## src/rtl/apu_ain.sv

```systemverilog
// apu_ain: stereo PDM microphone receiver. Two mics share one data line; each channel
// is decimated by a 3rd-order CIC to signed 16-bit PCM, and {left,right} goes out on valid/ready.
module apu_ain #(
  parameter int DECIM_LOG2 = 6
) (
  input  logic        clk,
  input  logic        rst_n,
  input  logic        en,
  input  logic [7:0]  clkdiv,
  output logic        pdm_clk,
  input  logic        pdm_dat,
  output logic [31:0] sample,
  output logic        sample_vld,
  input  logic        sample_rdy,
  output logic        overrun
);

  localparam int W     = 3 * DECIM_LOG2 + 2;
  localparam int SHIFT = 3 * DECIM_LOG2 - 15;
  localparam logic [DECIM_LOG2-1:0] FRAME_LAST = '1;
  localparam logic [W-1:0]          STEP_UP    = W'(1);
  localparam logic [W-1:0]          STEP_DN    = '1;
  localparam logic signed [W-1:0]   PCM_MAX    = W'(32767);
  localparam logic signed [W-1:0]   PCM_MIN    = W'(-32768);

  logic                  sync1, sync2;
  logic [7:0]            div_cnt;
  logic                  tick;
  logic                  started;
  logic [DECIM_LOG2-1:0] frame_cnt;
  logic                  l_bit, r_bit, l_upd, r_upd;
  logic                  win_end, win_d, comb_vld;
  logic [W-1:0]          l_i1, l_i2, l_i3, r_i1, r_i2, r_i3;
  logic [W-1:0]          l_n1, l_n2, l_n3, r_n1, r_n2, r_n3;
  logic [W-1:0]          l_d1, l_d2, l_d3, l_c3, r_d1, r_d2, r_d3, r_c3;
  logic [W-1:0]          l_k1, l_k2, l_k3, r_k1, r_k2, r_k3;
  logic [1:0]            settle_cnt;
  logic                  load;

  function automatic logic [15:0] to_pcm(input logic [W-1:0] acc);
    logic signed [W-1:0] y;
    y = $signed(acc) >>> SHIFT;
    if (y > PCM_MAX)      return 16'h7fff;
    else if (y < PCM_MIN) return 16'h8000;
    else                  return 16'(y);
  endfunction

  // The synchronizer is deliberately left running while disabled so the first
  // capture after enable already sees real line data.
  always_ff @(posedge clk or negedge rst_n) begin
    if (!rst_n) begin
      sync1 <= 1'b0;
      sync2 <= 1'b0;
    end else begin
      sync1 <= pdm_dat;
      sync2 <= sync1;
    end
  end

  assign tick = (div_cnt == 8'd0);

  // The rising edge right after enable has no left bit before it, so right captures wait for `started`.
  always_ff @(posedge clk or negedge rst_n) begin
    if (!rst_n) begin
      div_cnt   <= '0;
      pdm_clk   <= 1'b0;
      started   <= 1'b0;
      frame_cnt <= '0;
      l_bit     <= 1'b0;
      r_bit     <= 1'b0;
      l_upd     <= 1'b0;
      r_upd     <= 1'b0;
      win_end   <= 1'b0;
    end else if (!en) begin
      div_cnt   <= '0;
      pdm_clk   <= 1'b0;
      started   <= 1'b0;
      frame_cnt <= '0;
      l_bit     <= 1'b0;
      r_bit     <= 1'b0;
      l_upd     <= 1'b0;
      r_upd     <= 1'b0;
      win_end   <= 1'b0;
    end else begin
      l_upd   <= 1'b0;
      r_upd   <= 1'b0;
      win_end <= 1'b0;
      if (tick) begin
        div_cnt <= clkdiv;
        pdm_clk <= ~pdm_clk;
      end else begin
        div_cnt <= div_cnt - 8'd1;
      end
      if (tick && pdm_clk) begin
        l_bit   <= sync2;
        l_upd   <= 1'b1;
        started <= 1'b1;
      end
      if (tick && !pdm_clk && started) begin
        r_bit     <= sync2;
        r_upd     <= 1'b1;
        frame_cnt <= frame_cnt + 1'b1;
        win_end   <= (frame_cnt == FRAME_LAST);
      end
    end
  end

  always_comb begin
    l_n1 = l_i1 + (l_bit ? STEP_UP : STEP_DN);
    l_n2 = l_i2 + l_n1;
    l_n3 = l_i3 + l_n2;
    r_n1 = r_i1 + (r_bit ? STEP_UP : STEP_DN);
    r_n2 = r_i2 + r_n1;
    r_n3 = r_i3 + r_n2;
  end

  always_comb begin
    l_k1 = l_i3 - l_d1;
    l_k2 = l_k1 - l_d2;
    l_k3 = l_k2 - l_d3;
    r_k1 = r_i3 - r_d1;
    r_k2 = r_k1 - r_d2;
    r_k3 = r_k2 - r_d3;
  end

  // Integrators chain combinationally so each channel's new bit reaches stage 3 in one cycle.
  always_ff @(posedge clk or negedge rst_n) begin
    if (!rst_n) begin
      {l_i1, l_i2, l_i3, r_i1, r_i2, r_i3} <= '0;
      win_d <= 1'b0;
    end else if (!en) begin
      {l_i1, l_i2, l_i3, r_i1, r_i2, r_i3} <= '0;
      win_d <= 1'b0;
    end else begin
      win_d <= win_end;
      if (l_upd) begin
        l_i1 <= l_n1;
        l_i2 <= l_n2;
        l_i3 <= l_n3;
      end
      if (r_upd) begin
        r_i1 <= r_n1;
        r_i2 <= r_n2;
        r_i3 <= r_n3;
      end
    end
  end

  always_ff @(posedge clk or negedge rst_n) begin
    if (!rst_n) begin
      {l_d1, l_d2, l_d3, l_c3, r_d1, r_d2, r_d3, r_c3} <= '0;
      comb_vld <= 1'b0;
    end else if (!en) begin
      {l_d1, l_d2, l_d3, l_c3, r_d1, r_d2, r_d3, r_c3} <= '0;
      comb_vld <= 1'b0;
    end else begin
      comb_vld <= win_d;
      if (win_d) begin
        l_d1 <= l_i3;
        l_d2 <= l_k1;
        l_d3 <= l_k2;
        l_c3 <= l_k3;
        r_d1 <= r_i3;
        r_d2 <= r_k1;
        r_d3 <= r_k2;
        r_c3 <= r_k3;
      end
    end
  end

  assign load = comb_vld && (settle_cnt == 2'd3);

  // A load in the same cycle as a handshake wins, so the consumer takes the old value and vld stays up.
  always_ff @(posedge clk or negedge rst_n) begin
    if (!rst_n) begin
      settle_cnt <= '0;
      sample     <= '0;
      sample_vld <= 1'b0;
      overrun    <= 1'b0;
    end else if (!en) begin
      settle_cnt <= '0;
      sample     <= '0;
      sample_vld <= 1'b0;
      overrun    <= 1'b0;
    end else begin
      overrun <= 1'b0;
      if (comb_vld && !load) begin
        settle_cnt <= settle_cnt + 2'd1;
      end
      if (load) begin
        sample     <= {to_pcm(l_c3), to_pcm(r_c3)};
        sample_vld <= 1'b1;
        overrun    <= sample_vld && !sample_rdy;
      end else if (sample_vld && sample_rdy) begin
        sample_vld <= 1'b0;
      end
    end
  end

endmodule

```

## config.mk

```make
export PLATFORM = sky130hd
export DESIGN_NAME = apu_ain
export DESIGN_NICKNAME = d
export VERILOG_FILES = /design/src/rtl/apu_ain.sv
export SDC_FILE = /design/constraint.sdc
export NUM_CORES = 1
export LEC_CHECK = 0
export ABC_AREA = 1
export CAP_MARGIN = 20
export CORE_ASPECT_RATIO = 0.7
export CORE_MARGIN = 8
export CORE_UTILIZATION = 40
export DETAILED_ROUTE_END_ITERATION = 8
export MAX_ROUTING_LAYER = met4
export PLACE_DENSITY_LB_ADDON = 0.25
export SLEW_MARGIN = 0
export SYNTH_ARGS = -nofsm -noshare
export SYNTH_HDL_FRONTEND = slang
export SYNTH_SLANG_ARGS = --single-unit
```

## constraint.sdc

```tcl
create_clock -name clk -period 12.4 [get_ports clk]
set_input_delay 1.86 -clock clk [delete_from_list [all_inputs] [get_ports clk]]
set_output_delay 1.86 -clock clk [all_outputs]
set_load 0.05 [all_outputs]
```

==> metrics.cfg, run 1 <==
[timing]
period_share_pct = 46.4
finalClockSkew_ps = 21.0
worst_pin_slew_ps = 1030
rsz0062_at_grt = false
timing.final.ws_setup_ps = 6640
period_needed_ps = 5760
max_freq_mhz = 174
whs_ps = 348
fin_setup_tns_ps = 0
hold_viol = 0
drv_slew = 0
setup_viol = 0
slew_headroom_pct = 30.6

[logic_synthesis]
synthesis.nets = 3464
synth_top_family_by_area = compound AO/OA/AOI/OAI gates
async_reset_ff_share_pct = 100
synth_compound_area_share_pct = 20.7
synthMuxAreaShare_pct = 0
yosys.area_share.simple_pct = 19.0
synth_edf_count = 0
synth-main-ff-cell = dfrtp_1
syn-cell-area_mm2 = 0.0245
avgSynthCellArea_um2 = 7.65
ys_ff_latch = 335
synthAdderAreaFrac_pct = 12.6
synthXorXnorAreaFrac_pct = 5.35
synth_seq_area_share_pct = 34.2
yosysUniqueCellTypes = 61
yosys_warnings = 0
synth_cells = 3209

[grt]
first_global_vias = 20300
grt_max_degree = 95
grt_overflow = 0
grt_pass1_wl_mm = 106
antenna_found_initial = 1
grt.total_usage_pct = 18.4

[cts]
cts.clk_slew.worst_paths_ps = 60
cts_buffer_depth = 3
cts_tree = done
post-cts-setup-buffers = 0
insertion_delay_ps = 570
numCtsBuffers = 39
cts-root-buf = clkbuf_16
h-tree-depth = 2
clkSinkCount = 335
cts_resized = 0
cts_hold_buffers = 0

[power]
leakagePower_nw = 14.1
ir_drop_uv = 226
powerDensity_mw_per_mm2 = 252

[place]
dpl.hpwl_mm = 46.1
dp.cells = 4017
place_congestion = 0.865
port_buffers = 47
pre_cts_ws_ps = 6730

[critical_path]
critPathLaunchType = register
critical_path_class = register to register
crit_required_ps = 12900
r2r_start = l_bit
startpoint = l_bit
crit_path_max_fanout = 19
slowest_stage = inv_1
critPathArrivalTime_ps = 6260
critPathMaxStageDelay_ps = 570
cp-end-kind = register

[floorplan]
core_mm2 = 0.0611
die-width_um = 312
fp.dieArea_mm2 = 0.0697
rows = 76
start_util_pct = 40.1
io_pins = 48
die_y_um = 223

[final_layout]
num-fill-cells = 6159
fin_nets = 3497
top_register = sample
finalNonFillerCells = 4093
layout_common_cells = nand2_1 (643), inv_1 (453), dfrtp_1 (335)
largest_register_ffs = 32
layout-drive-gt1-share_pct = 5.93
syn_to_final_growth_pct = 11.4
final_common_cell = nand2_1

[detailed_routing]
via_per_inst = 5.14
drtIter0Drc = 1418
routedWlPerCell_um = 15.3
first_pass_iters = 5
detail-route-antenna-nets = 0
remaining_drc_errors = 0
routed_wl_mm = 62.8
num_vias = 21000

[min_path]
holdCritPathClass = register to register
min-delay-start = sync1

[outcome]
outcome = finished, final reports clean

[job]
maxCapViolCount = 0

==> cells in the mapped netlist (all sizes together) (4+ instances only) <==
library cell	instances	area share, %
a211oi	6	0.18
a21boi	7	0.24
a21o	18	0.56
a21oi	324	7.0
a22o	40	1.4
a31oi	7	0.20
and2	11	0.28
buf	8	0.16
clkbuf	64	0.98
dfrtp	335	34
fa	10	0.82
ha	232	12
inv	462	7.1
nand2	656	10
nand3	172	3.9
nand3b	4	0.22
nand4	35	0.94
nor2	160	2.5
nor3	23	0.55
nor4	10	0.25
o211ai	9	0.32
o21a	7	0.21
o21ai	330	6.8
o21bai	16	0.58
o221ai	6	0.29
o22ai	73	1.9
o31ai	19	0.58
xnor2	61	2.2
xor2	88	3.1
==> kinds of logic (layout without fill, tap and decap cells) <==
kind of cell	after synthesis	after routing
AO/OA/AOI/OAI	873	873
other	0	1
adder cells (fa/ha/maj)	242	242
flip-flops	335	335
buffers and inverters	536	600
AND/OR/NAND/NOR	1074	1074
XOR/XNOR	149	149
==> where the power goes <==
group / internal [mW] / leakage [nW] / total (mW) / switching, mW
Clock: 0.751 / 0.672 / 1.25 / 0.494
Combinational: 1.59 / 8.77 / 4.50 / 2.91
Sequential: 1.13 / 4.66 / 1.16 / 0.0277
==> final cells by class <==
type | count | area [um2] | area share, %
inverters | 464 | 1740 | 6.37
repair buffers | 64 | 646 | 2.36
clock buffers | 51 | 1090 | 3.99
well taps | 819 | 1020 | 3.75
diodes | 1 | 2.50 | 0.00915
clock inverters | 21 | 289 | 1.06
multi-input cells | 2338 | 14200 | 51.8
flip-flops and latches | 335 | 8380 | 30.7
==> metrics by stage <==
step | utilization [%] | power, mW | cell area (um2)
2_1_floorplan | - | 4.67 | 24500
6_report | 44.7 | 6.90 | 27300
3_5_place_dp | 42.3 | 5.64 | 25900
5_1_grt | 44.7 | 7.65 | 27300
4_1_cts | 44.6 | 6.93 | 27300
3_3_place_gp | 42.3 | 5.63 | 25900
==> critical path, delay by kind of cell, from the launching register on <==
| family | cells | cell delay, ps |
|---|---|---|
| DFF | 1 | 420 |
| and+or+nand+nor | 11 | 1640 |
| xor gates and xnor gates | 2 | 450 |
| adders and majority gates | 3 | 1010 |
| buffers and inverters | 5 | 920 |
| AOI/OAI and AO/OA | 6 | 1280 |
==> worst paths after layout <==
path	end	slack, ps	depth (start not counted)
max	l_i3[19]	6640	27
min	sync2	350	0
max reg2reg	l_i3[19]	6640	27
min reg2reg	sync2	350	0
max in group asynchronous	sample[11]	9000	3
min in group asynchronous	l_i1[17]	1280	1
==> metal layers <==
metal / track usage [%] / part of all wire (%) / up-vias
met5: - / 0 / -
met4: 4.34 / 2.2 / 0
met3: 2.63 / 4.4 / 76
met2: 26.0 / 39 / 391
met1: 27.4 / 54 / 9650
li1: - / - / 10900
Note: power is estimated with default switching activity, not from simulation.
==> run 2: changes to the inputs <==
==> constraint.sdc (replaced) <==
create_clock -name clk -period 5.7 [get_ports clk]
set_input_delay 0.855 -clock clk [delete_from_list [all_inputs] [get_ports clk]]
set_output_delay 0.855 -clock clk [all_outputs]
set_load 0.05 [all_outputs]
==> run 2 against run 1 <==
Compared with the run above: utilization increased by 0.090 points; global-route usage decreased by 0.074 points; non-clock buffer count grew 3; combinational power grew 120%; largest cell class unchanged; critical path type unchanged; worst setup slack worse by 6100 ps.
==> metrics.cfg, run 2 (synthesis results as in run 1) <==
[outcome]
outcome = finished, final reports clean

[final_layout]
fin_nets = 3501
final_common_cell = nand2_1
syn_to_final_growth_pct = 11.6
layout_common_cells = nand2_1 (643), inv_1 (453), dfrtp_1 (335)
largest_register_ffs = 32
top_register = sample
fin_util_pct = 44.8
fin_area_mm2 = 0.0274
layout-drive-gt1-share_pct = 6.08
diodes = 0

[power]
ir_drop_uv = 441
p_sw_mw = 7.52
seq_power_share_pct = 16.7
p_comb_share_pct = 65.1
powerDensity_mw_per_mm2 = 552
leakagePower_nw = 14.1
switching_share_pct = 49.7
intPower_mw = 7.62
pwr-share-clk_pct = 18.2

[floorplan]
start_util_pct = 40.1
rows = 76
core_mm2 = 0.0611
die-width_um = 312
fp.dieArea_mm2 = 0.0697
io_pins = 48
die_y_um = 223

[grt]
grt.total_usage_pct = 18.3
grt_max_degree = 115
antenna_found_initial = 0
grt_overflow = 0
grt_pass1_wl_mm = 105
first_global_vias = 20300

[detailed_routing]
routedWlPerCell_um = 15.3
remaining_drc_errors = 0
drtIter0Drc = 1363
routedLengthMet1_mm = 34.6
num_vias = 21000
via_per_inst = 5.14
routed_wl_mm = 62.5
highest_layer = met4
route.met3.wl_mm = 3.01
first_pass_iters = 7
detail-route-antenna-nets = 0
wl_met2_mm = 23.9

[critical_path]
critPathArrivalTime_ps = 5570
slowest_stage = dfrtp_1
critPathLaunchType = register
crit_required_ps = 6100
critical_path_class = register to register
cp-end-kind = register
cp_cell_sequence = inv_1 > buf_4 > ha_1 > a21oi_1 > o21ai_0 > a21oi_2 > o21ai_0 > xnor2_1 > inv_1 > ha_1 > a21oi_1 > o21ai_0 > a211oi_1 > nand3_1 > xor2_1 > ha_1 > inv_1 > nor3_1 > and2_1 > nand4_1 > nand3_1 > a21oi_1 > o21ai_0 > o21ai_0
path_common_cell = o21ai_0
critPathMaxStageDelay_ps = 410
r2r_setup_slack_ps = 520
crit_path_max_fanout = 12

[cts]
cts.clk_slew.worst_paths_ps = 50
cts_tree = done
cts-root-buf = clkbuf_16
numCtsBuffers = 40
cts_resized = 0
cts_hold_buffers = 0
h-tree-depth = 2
insertion_delay_ps = 560
clkSinkCount = 335
cts_buffer_depth = 3
post-cts-setup-buffers = 0

[timing]
finalClockSkew_ps = 16.1
rsz0062_at_grt = false
period_share_pct = 90.8
whs_ps = 253
setup_viol = 0
worst_pin_slew_ps = 1050
max_freq_mhz = 193
period_needed_ps = 5180
fin_setup_tns_ps = 0
hold_viol = 0
drv_slew = 0
slew_headroom_pct = 29.7

[job]
maxCapViolCount = 0

[place]
placed_area_mm2 = 0.0259
dpl.hpwl_mm = 46.0
port_buffers = 47
place_congestion = 0.857

[min_path]
holdCritPathClass = input pin to async pin

## run 2: cell count changes in the layout (fill, tap and decap cells not counted), moves of 3 or more
cell	delta
clkinv_2	-3
clkbuf_8	+3
buf_12	+3
clkinv_4	-3
## run 2: worst max-delay path, delay by kind of cell (launching register included)
kind | cells | cell delay, ps
DFF | 1 | 410
buffers and inverters | 4 | 670
and+or+nand+nor | 5 | 790
AOI/OAI and AO/OA | 10 | 1720
xor gates and xnor gates | 2 | 430
adders and majority gates | 3 | 1000
## run 2: power by group through the flow
stage / sequential (mW) / clock (mW) / combinational (mW)
after floorplan: 2.55 / 0 / 7.60
after global placement: 2.56 / 0 / 9.71
after detailed placement: 2.56 / 0 / 9.73
after CTS: 2.52 / 2.84 / 9.77
after global routing: 2.53 / 2.94 / 11.3
final: 2.52 / 2.76 / 9.86
## run 2: area by class of cell
class | instances | area (um2)
tap | 819 | 1020
fill | 6129 | 33700
clock inverter | 15 | 240
multi-input combinational | 2338 | 14200
clock buffer | 53 | 1150
sequential | 335 | 8380
inverter | 464 | 1740
timing repair buffer | 67 | 673
## run 2: layer usage
metal  GRT usage, %  up-vias
li1               -    10900
met1           27.9     9655
met3           2.79       76
met4           3.64        0
met5              -        -
met2           25.4      367
## run 2: path summary, 6_finish.rpt
path	start	endpoint	depth (start not counted)
worst max-delay path	l_bit	l_i3[18]	24
worst min-delay path	rst_n	l_i1[14]	1
worst max register to register	l_bit	l_i3[18]	24
worst min register to register	sync1	sync2	0
max in group asynchronous	rst_n	r_i1[15]	2
min in group clk	sync1	sync2	0
## run 2: metrics by stage
stage,std cells,total power [mW],setup slack [ps]
after CTS,4088,15.1,362
after floorplan,3209,10.2,1070
after global routing,4091,16.8,1.46
after global placement,4020,12.3,390
after detailed placement,4020,12.3,373
final,4091,15.1,523
